[src/rtl/button_debouncer_pkg.sv]
// Shared types and default timing constants for the push-button debouncer.
package button_debouncer_pkg;

  localparam int unsigned CLK_HZ                  = 50_000_000;
  localparam int unsigned DEBOUNCE_MS             = 20;
  localparam int unsigned DEFAULT_DEBOUNCE_CYCLES = (CLK_HZ / 1000) * DEBOUNCE_MS;
  localparam int unsigned DEFAULT_CNT_W           = 21;
  localparam int unsigned DEFAULT_PRESS_CNT_W     = 8;

  typedef enum logic [1:0] {
    ST_RELEASED     = 2'd0,
    ST_PRESS_WAIT   = 2'd1,
    ST_PRESSED      = 2'd2,
    ST_RELEASE_WAIT = 2'd3
  } db_state_e;

  // CPU-visible press handshake flags
  typedef struct packed {
    logic pending;
    logic overrun;
  } press_status_t;

endpackage : button_debouncer_pkg

[src/rtl/sync_2ff.sv]
// Two-flop synchronizer for a single asynchronous board input.
module sync_2ff #(
  parameter logic RESET_VAL = 1'b1
) (
  input  logic clk,
  input  logic rst_n,
  input  logic d,
  output logic q
);

  logic meta_q, meta_d;
  logic sync_q, sync_d;

  always_comb begin
    meta_d = d;
    sync_d = meta_q;
  end

  always_ff @(posedge clk or negedge rst_n) begin
    if (!rst_n) begin
      meta_q <= RESET_VAL;
      sync_q <= RESET_VAL;
    end else begin
      meta_q <= meta_d;
      sync_q <= sync_d;
    end
  end

  assign q = sync_q;

endmodule : sync_2ff

[src/rtl/button_debouncer.sv]
// Debounces an active-low push-button and exposes a press pulse, a press
// counter and a pending/overrun handshake for CPU polling.
module button_debouncer
  import button_debouncer_pkg::*;
#(
  parameter int unsigned DEBOUNCE_CYCLES = DEFAULT_DEBOUNCE_CYCLES,
  parameter int unsigned CNT_W           = DEFAULT_CNT_W,
  parameter int unsigned PRESS_CNT_W     = DEFAULT_PRESS_CNT_W
) (
  input  logic                   clk,
  input  logic                   rst_n,
  input  logic                   btn_raw_n,
  input  logic                   ack,
  output logic                   btn_n,
  output logic                   press_pulse,
  output logic                   pending,
  output logic                   overrun,
  output logic [PRESS_CNT_W-1:0] press_count
);

  localparam logic [CNT_W-1:0] CNT_LAST = CNT_W'(DEBOUNCE_CYCLES - 1);
  localparam logic [CNT_W-1:0] CNT_ONE  = CNT_W'(1);

  logic                   sync_n;
  db_state_e              state_q, state_d;
  logic [CNT_W-1:0]       cnt_q, cnt_d;
  logic                   btn_n_q, btn_n_d;
  logic                   press_pulse_q, press_pulse_d;
  press_status_t          status_q, status_d;
  logic [PRESS_CNT_W-1:0] press_count_q, press_count_d;
  logic                   accept_c;

  sync_2ff #(
    .RESET_VAL (1'b1)
  ) u_sync (
    .clk   (clk),
    .rst_n (rst_n),
    .d     (btn_raw_n),
    .q     (sync_n)
  );

  // State register and all registered outputs
  always_ff @(posedge clk or negedge rst_n) begin
    if (!rst_n) begin
      state_q       <= ST_RELEASED;
      cnt_q         <= '0;
      btn_n_q       <= 1'b1;
      press_pulse_q <= 1'b0;
      status_q      <= '0;
      press_count_q <= '0;
    end else begin
      state_q       <= state_d;
      cnt_q         <= cnt_d;
      btn_n_q       <= btn_n_d;
      press_pulse_q <= press_pulse_d;
      status_q      <= status_d;
      press_count_q <= press_count_d;
    end
  end

  // Debounce FSM: cnt_q counts consecutive synchronized samples agreeing
  // with the candidate level; it never exceeds DEBOUNCE_CYCLES-1.
  always_comb begin
    state_d  = state_q;
    cnt_d    = cnt_q;
    btn_n_d  = btn_n_q;
    accept_c = 1'b0;

    unique case (state_q)
      ST_RELEASED: begin
        if (!sync_n) begin
          state_d = ST_PRESS_WAIT;
          cnt_d   = CNT_ONE;
        end else begin
          cnt_d = '0;
        end
      end

      ST_PRESS_WAIT: begin
        if (sync_n) begin
          state_d = ST_RELEASED;
          cnt_d   = '0;
        end else if (cnt_q == CNT_LAST) begin
          state_d  = ST_PRESSED;
          cnt_d    = '0;
          btn_n_d  = 1'b0;
          accept_c = 1'b1;
        end else begin
          cnt_d = cnt_q + CNT_ONE;
        end
      end

      ST_PRESSED: begin
        if (sync_n) begin
          state_d = ST_RELEASE_WAIT;
          cnt_d   = CNT_ONE;
        end else begin
          cnt_d = '0;
        end
      end

      ST_RELEASE_WAIT: begin
        if (!sync_n) begin
          state_d = ST_PRESSED;
          cnt_d   = '0;
        end else if (cnt_q == CNT_LAST) begin
          state_d = ST_RELEASED;
          cnt_d   = '0;
          btn_n_d = 1'b1;
        end else begin
          cnt_d = cnt_q + CNT_ONE;
        end
      end

      default: begin
        state_d = ST_RELEASED;
        cnt_d   = '0;
        btn_n_d = 1'b1;
      end
    endcase
  end

  // Press event, counter and handshake; a new press wins over a same-cycle ack
  always_comb begin
    press_pulse_d = accept_c;
    press_count_d = press_count_q;
    status_d      = status_q;

    if (accept_c) begin
      press_count_d    = press_count_q + PRESS_CNT_W'(1);
      status_d.pending = 1'b1;
      if (!ack && status_q.pending) begin
        status_d.overrun = 1'b1;
      end
    end else if (ack) begin
      status_d.pending = 1'b0;
      status_d.overrun = 1'b0;
    end
  end

  assign btn_n       = btn_n_q;
  assign press_pulse = press_pulse_q;
  assign pending     = status_q.pending;
  assign overrun     = status_q.overrun;
  assign press_count = press_count_q;

endmodule : button_debouncer
[config.mk]
export PLATFORM = sky130hd
export DESIGN_NAME = button_debouncer
export DESIGN_NICKNAME = d
export VERILOG_FILES = /design/src/rtl/button_debouncer_pkg.sv /design/src/rtl/sync_2ff.sv /design/src/rtl/button_debouncer.sv
export SDC_FILE = /design/constraint.sdc
export NUM_CORES = 1
export LEC_CHECK = 0
export ABC_AREA = 1
export BUFFER_PORTS_ARGS = -buffer_cell sky130_fd_sc_hd__buf_2
export CAP_MARGIN = 20
export CORE_MARGIN = 2
export CORE_UTILIZATION = 35
export CTS_BUF_LIST = sky130_fd_sc_hd__clkbuf_8
export DETAILED_ROUTE_END_ITERATION = 10
export SLEW_MARGIN = 20
export SYNTH_ARGS = -nofsm -noshare
export SYNTH_HDL_FRONTEND = slang
export SYNTH_SLANG_ARGS = --single-unit
[constraint.sdc]
create_clock -name clk -period 2.1 [get_ports clk]
set_input_delay 0.42 -clock clk [delete_from_list [all_inputs] [get_ports clk]]
set_output_delay 0.42 -clock clk [all_outputs]
set_load 0.01 [all_outputs]
# Yosys cells after proc, flatten, opt, wreduce, memory -nomap -nowiden
# Index checks and enable logic that the tools add are counted.
[classes] eq_ne=13 add_sub_neg=2 mux=24 reduce_logical=8
[op_table] cell="21-bit case mux with 4 select lines" count=1
[op_table] cell="21-bit two-way mux" count=3
[op_table] cell="21-bit by 1-bit adder with 21-bit output, second input constant" count=1
[op_table] cell="21-bit by 20-bit == test with 1-bit output, second input constant" count=1
[op_table] cell="2-bit two-way mux" count=8
[op_table] cell="1-bit two-way mux" count=10
[op_table] cell="8-bit by 1-bit adder with 8-bit output, second input constant" count=1
[op_table] cell="2-bit inequality test, second input constant" count=4
[op_table] cell="2-bit case mux with 4 select lines" count=1
[op_table] cell="2-bit by 1-bit inequality test with 1-bit output, second input constant" count=3
[op_table] cell="5-bit AND reduction" count=1
[op_table] cell="2-bit == test, second input constant" count=2
[op_table] cell="4-bit AND reduction" count=1
[op_table] cell="2-bit nonzero test" count=2
[op_table] cell="3-bit by 2-bit inequality test with 1-bit output, second input constant" count=1
[op_table] cell="3-bit inequality test, second input constant" count=1
[op_table] cell="2-bit by 1-bit == test with 1-bit output, second input constant" count=1
[op_table] cell="2-bit logical NOT" count=1
[op_table] cell="1-bit case mux with 2 select lines" count=1
[op_table] cell="2-bit AND reduction" count=1
[op_table] cell="1-bit logical AND" count=1
[op_table] cell="1-bit logical NOT" count=1
[word_totals] out_inout_bits=12 word_cells=56 register_bits=37 input_bits=4

# Depth between registers and ports, before layout
[depth] word_depth=6 ltp_mapped=9 depth_no_buf=9

# By module
# A second synthesis with hierarchy kept.
[unflattened] cells_unflattened=264 hier_area_um2=2083.2
[modules_own_cells] module="button_debouncer" area_per_inst_um2=2030.7 cells_each=262 n_inst=1
[modules_own_cells] module="sync_2ff" area_per_inst_um2=52.6 cells_each=2 n_inst=1

# Worst setup path before layout
# No wires, ideal clock.
[synth_timing] kind="register to register" from="register cnt_q[0]" to="register press_count_q[1], in the netlist press_count[1]" arrival_time_ns=1.314 synth_period_minus_slack_ns=1.431 stages_incl_launch_ff=9 required_time_ns=1.983 setup_time_ns=0.117 setup_slack_ns=0.669 path_cell_list="dfrtp_1 -> ha_1 -> nand3_2 -> nor2_2 -> nand3_4 -> nor2_4 -> inv_1 -> nor2_1 -> nor2_1"
[synth_via] elab_chain_cells=4
[synth_rtl] element="start: declaration" line_no="button_debouncer.sv:26" text="logic [CNT_W-1:0] cnt_q, cnt_d;"
[synth_rtl] element="start signal: assignment" line_no="button_debouncer.sv:53" text="cnt_q <= cnt_d;"
[synth_rtl] element="21-bit by 20-bit == test with 1-bit output" line_no="button_debouncer.sv:83" text="end else if (cnt_q == CNT_LAST) begin"
[synth_rtl] element="1-bit two-way mux" line_no="button_debouncer.sv:83"
[synth_rtl] element="1-bit two-way mux" line_no="button_debouncer.sv:80" text="if (sync_n) begin"
[synth_rtl] element="1-bit two-way mux" line_no="button_debouncer.sv:69" text="unique case (state_q)"
[synth_rtl] element="end signal: assignment" line_no="button_debouncer.sv:57" text="press_count_q <= press_count_d;"
[synth_rtl] element="end: declaration" line_no="button_debouncer.sv:30" text="logic [PRESS_CNT_W-1:0] press_count_q, press_count_d;"
# No other way between the ends.
# A chain may end at the register's enable or synchronous reset.

# Final worst setup path
[layout_timing] from="register cnt_q[0]" to="register cnt_q[18]"
[layout_via] elab_chain_cells=4 elab_cells_between_ends=6 cone_classes="add/sub (1); eq/ne (1); mux (4)"
[layout_rtl] element="21-bit by 1-bit adder with 21-bit output / 21-bit by 20-bit == test with 1-bit output (equally long branches)"
[layout_rtl] element="21-bit two-way mux *" line_no="button_debouncer.sv:83, button_debouncer.sv:106"
[layout_rtl] element="21-bit two-way mux (on tied branches)" line_no="button_debouncer.sv:103, button_debouncer.sv:80"
[layout_rtl] element="21-bit case mux with 4 select lines *" line_no="button_debouncer.sv:69"
[layout_rtl] element="net cnt_d[18]" line_no="button_debouncer.sv:26"
# The timed path passes the listed nets; every way through them passes the cells marked *.

==> results by stage <==
Clock network:
- In this run the clock root is driven by a clkbuf_8.
- At the later pin of the worst-skew pair, clock insertion delay measures 0.29 ns.
- The number of gates given a new drive strength after cts is 0.
- The number of hold-repair buffers added at the cts stage is 0.
- The post-CTS setup-driven buffer insertion count is 0.
- The TritonCTS clock tree is built.
- The number of buffers created by CTS is 5.
- Counting every sink on the clock net gives 37.
- After clock tree synthesis, the clock-pin slew on the worst setup and hold paths is 0.07 ns.
- Counting along the longest clock path gives a buffer depth of 2.
- The H-tree generated during clock tree synthesis spans 2 levels.

Route:
- The iteration count of the initial detailed-routing pass is 4.
- The count of nets left with antenna violations once routing finished came out at 0.
- After detailed routing, the number of vias per cell comes to 4.56.
- For this run, design rule violations remaining after detail routing come to 0.
- The count of vias placed by the detailed router is 1698.
- The detailed router finished its first iteration with 91 violations.
- The average wire per standard cell is 11.3 um.
- The final wirelength is 4190 um.

Critical path:
- The first element of the critical path is cnt_q[0].
- The critical path arrival is 1.89 ns.
- The number of cells on the worst reg-to-reg path is 8.
- STA classifies the critical path startpoint as a flip-flop.
- Data on the critical path is required at its endpoint by 2.28 ns.
- The startpoint of the worst register-to-register path is cnt_q[0].
- Of all nets on the critical path, the largest fanout is 5.
- The class of the most critical setup path is reg -> reg.
- The worst setup path is captured at a flip-flop.

Power:
- The design draws 1.55 mW.
- The leakage dissipation is 1.09 nW.
- The worst-case IR drop observed on VDD is 219 uV.
- Dividing total power by cell area gives a power density of 660 mW/mm2.

Cells and area:
- The count of inserted antenna diode cells is 0.
- The layout cell share with drive strength beyond 1 is 15.2%.
- The utilization of the core after routing is 40.1%.
- The number of nets in the finished design is 302.
- The signed area change from the synthesized netlist to the final layout is 11.5%.
- The summed area of non-filler cells in the final layout is 0.00235 mm2.

Place:
- Detailed placement ended at an HPWL of 3160 um.
- The setup slack at placement is 0.430 ns.
- The final estimated routing congestion in global placement is 0.881.
- The post-place instance area is 0.00226 mm2.
- Buffers placed on the I/O ports in this run total 15.

Synth:
- By count the netlist is led by nand2_1, nor2_1, dfrtp_1, inv_1, nand3_1.
- For this run, the register share of the synthesized area comes to 44.2%.
- nand2_1 is the most common cell in the netlist.
- The synthesized design contains 0 enable-type register cells.
- In the synthesized netlist, the number of instances is 275.
- After synthesis, the mean cell area works out to 7.65 um2.
- The fraction of post-synthesis cell area in the top cell type by area is 40.4%.
- The synthesized design contains 37 register bits.
- For this run, the number of Yosys warnings is 0.
- In the synthesized netlist the dominant register cell turns out to be dfrtp_1.
- Of all cell types, the one taking the most synthesized area is dfrtp_1.
- Summing every instance area after synthesis gives 0.00210 mm2.
- After synthesis, the cell types taking the most area are dfrtp_1, nand2_1, nor2_1.
- The net count after synthesis is 281.
- The count of unique library cells instantiated by Yosys is 29.
- The share of synthesized flip-flops with an asynchronous set or reset is 100%.

Timing:
- The worst clock skew is 0.00393 ns.
- The hold violation total from the final report came to 0.
- The number of max-slew violations in the final report is 0.
- After layout, the worst path uses 81.8% of the clock period.
- For the pin with the worst max-slew slack, the measured transition is 0.520 ns.
- The relative slew slack is 65.3%.
- The number of endpoints failing setup at the final stage is 0.
- Based on the critical path, the design can be clocked at up to 582 MHz.
- Setup repair after global routing left no endpoint under its margin.
- Setup slack on the critical path of the routed design comes to 0.382 ns.
- The sum of negative setup slack is 0 ns.
- The minimum clock period after layout is 1.72 ns.

Floorplan:
- In this run the count of I/O pins placed on the die edge is 16.
- The vertical die dimension is 81.5 um.
- The effective utilization at floorplan is 36.0%.
- The area of the die is 0.00665 mm2.
- The total core area is 0.00585 mm2.
- The standard-cell row count is 28.
- The horizontal extent of the die is 81.5 um.

Global route:
- The number of global-route vias before repair came to 1590.
- The global-route usage over all layers is 14.2%.
- The first global-routing pass estimated 7330 um of wire.
- The total overflow left after global routing is 0.
- The maximum number of pins on one net before global-route repair is 25.
- The number of antenna violations at the first check in global routing is 0.

Job:
- Max-cap violations in this run came to 0.

Run status:
- The flow ran to the end, and the final reports show no timing, DRC or antenna violations.

Hold path:
- The worst hold path belongs to the class in -> async.
path summary, 6_finish.rpt:
check	endpoint	slack, ns
worst max-delay path	cnt_q[18]	0.38
worst min-delay path	cnt_q[11]	0.10
worst max register to register	cnt_q[18]	0.38
worst min register to register	u_sync.q	0.36
max in group asynchronous	btn_n	1.41
min in group clk	u_sync.meta_q	0.23
kinds of logic after synthesis:
kind of cell,Yosys count,synth area share (%)
and+or+nand+nor,176,38.2
DFF,37,44.2
buffers and inverters,31,6.48
xor gates and xnor gates,17,7.08
AOI/OAI and AO/OA,12,2.85
adders and majority gates,2,1.19
critical path, stage by stage (launching register included):
cell and delay (ns):
dfrtp_1 0.40, ha_1 0.25, nand2_1 0.09, nor2_1 0.20
nand3_1 0.18, nor2_1 0.21, nand4_1 0.16, nand2_1 0.09
nor2_1 0.04
cell usage in the layout, fill, tap and decap left out:
master     n
buf_2     15
inv_2      3
inv_1     27
dfrtp_1   34
o21ai_0    8
o21ai_1    1
buf_4      2
xor2_1    14
nor2_1    55
ha_1       2
nand2_2    2
nand3_2    1
nand3b_1   2
nand3_1   17
or2_1      1
nand4_1    5
nor3_2     1
a21oi_1    3
nor2_4     4
nand3_4    1
nand2_1   74
nor3b_1    1
xnor2_1    3
nor2_2     5
clkbuf_8   6
nand4_2    1
nand2_4    1
nor3_1     5
dfstp_2    3
report_power, final:
part | internal, mW | total, mW | switching (mW)
Sequential | 0.752 | 0.804 | 0.0523
Clock | 0.258 | 0.497 | 0.239
Combinational | 0.0686 | 0.249 | 0.180
cell type report:
class,instances,area [um2]
Clock inverter,2,7.51
Sequential cell,37,930
Fill cell,620,3500
Tap cell,75,93.8
Timing Repair Buffer,17,90.1
Multi-Input combinational cell,207,1040
Inverter,28,105
Clock buffer,6,82.6
sequential cells by signal, summed over array words and instances (netlist names), named ones only:
name	cells
state_q	1
press_count	8
pending	1
u_sync.q	1
u_sync.meta_q	1
btn_n	1
cnt_q	21
press_pulse	1
overrun	1
metal layers:
metal  vias to the layer above  global-route usage (%)  wire length (um)
met4                         0                    4.58                69
met3                         6                    2.97               141
met2                        27                    21.0              1830
met1                       769                    20.8              2150
li1                        896                       -                 -
met5                         -                       0                 0
per-stage QoR:
stage	cells	hold WS, ns
3_5_place_dp	364	0.349
6_report	372	0.104
5_1_grt	372	0.136
2_1_floorplan	275	0.124
4_1_cts	372	0.128
3_3_place_gp	364	0.346
(Power assumes the default switching activity.)
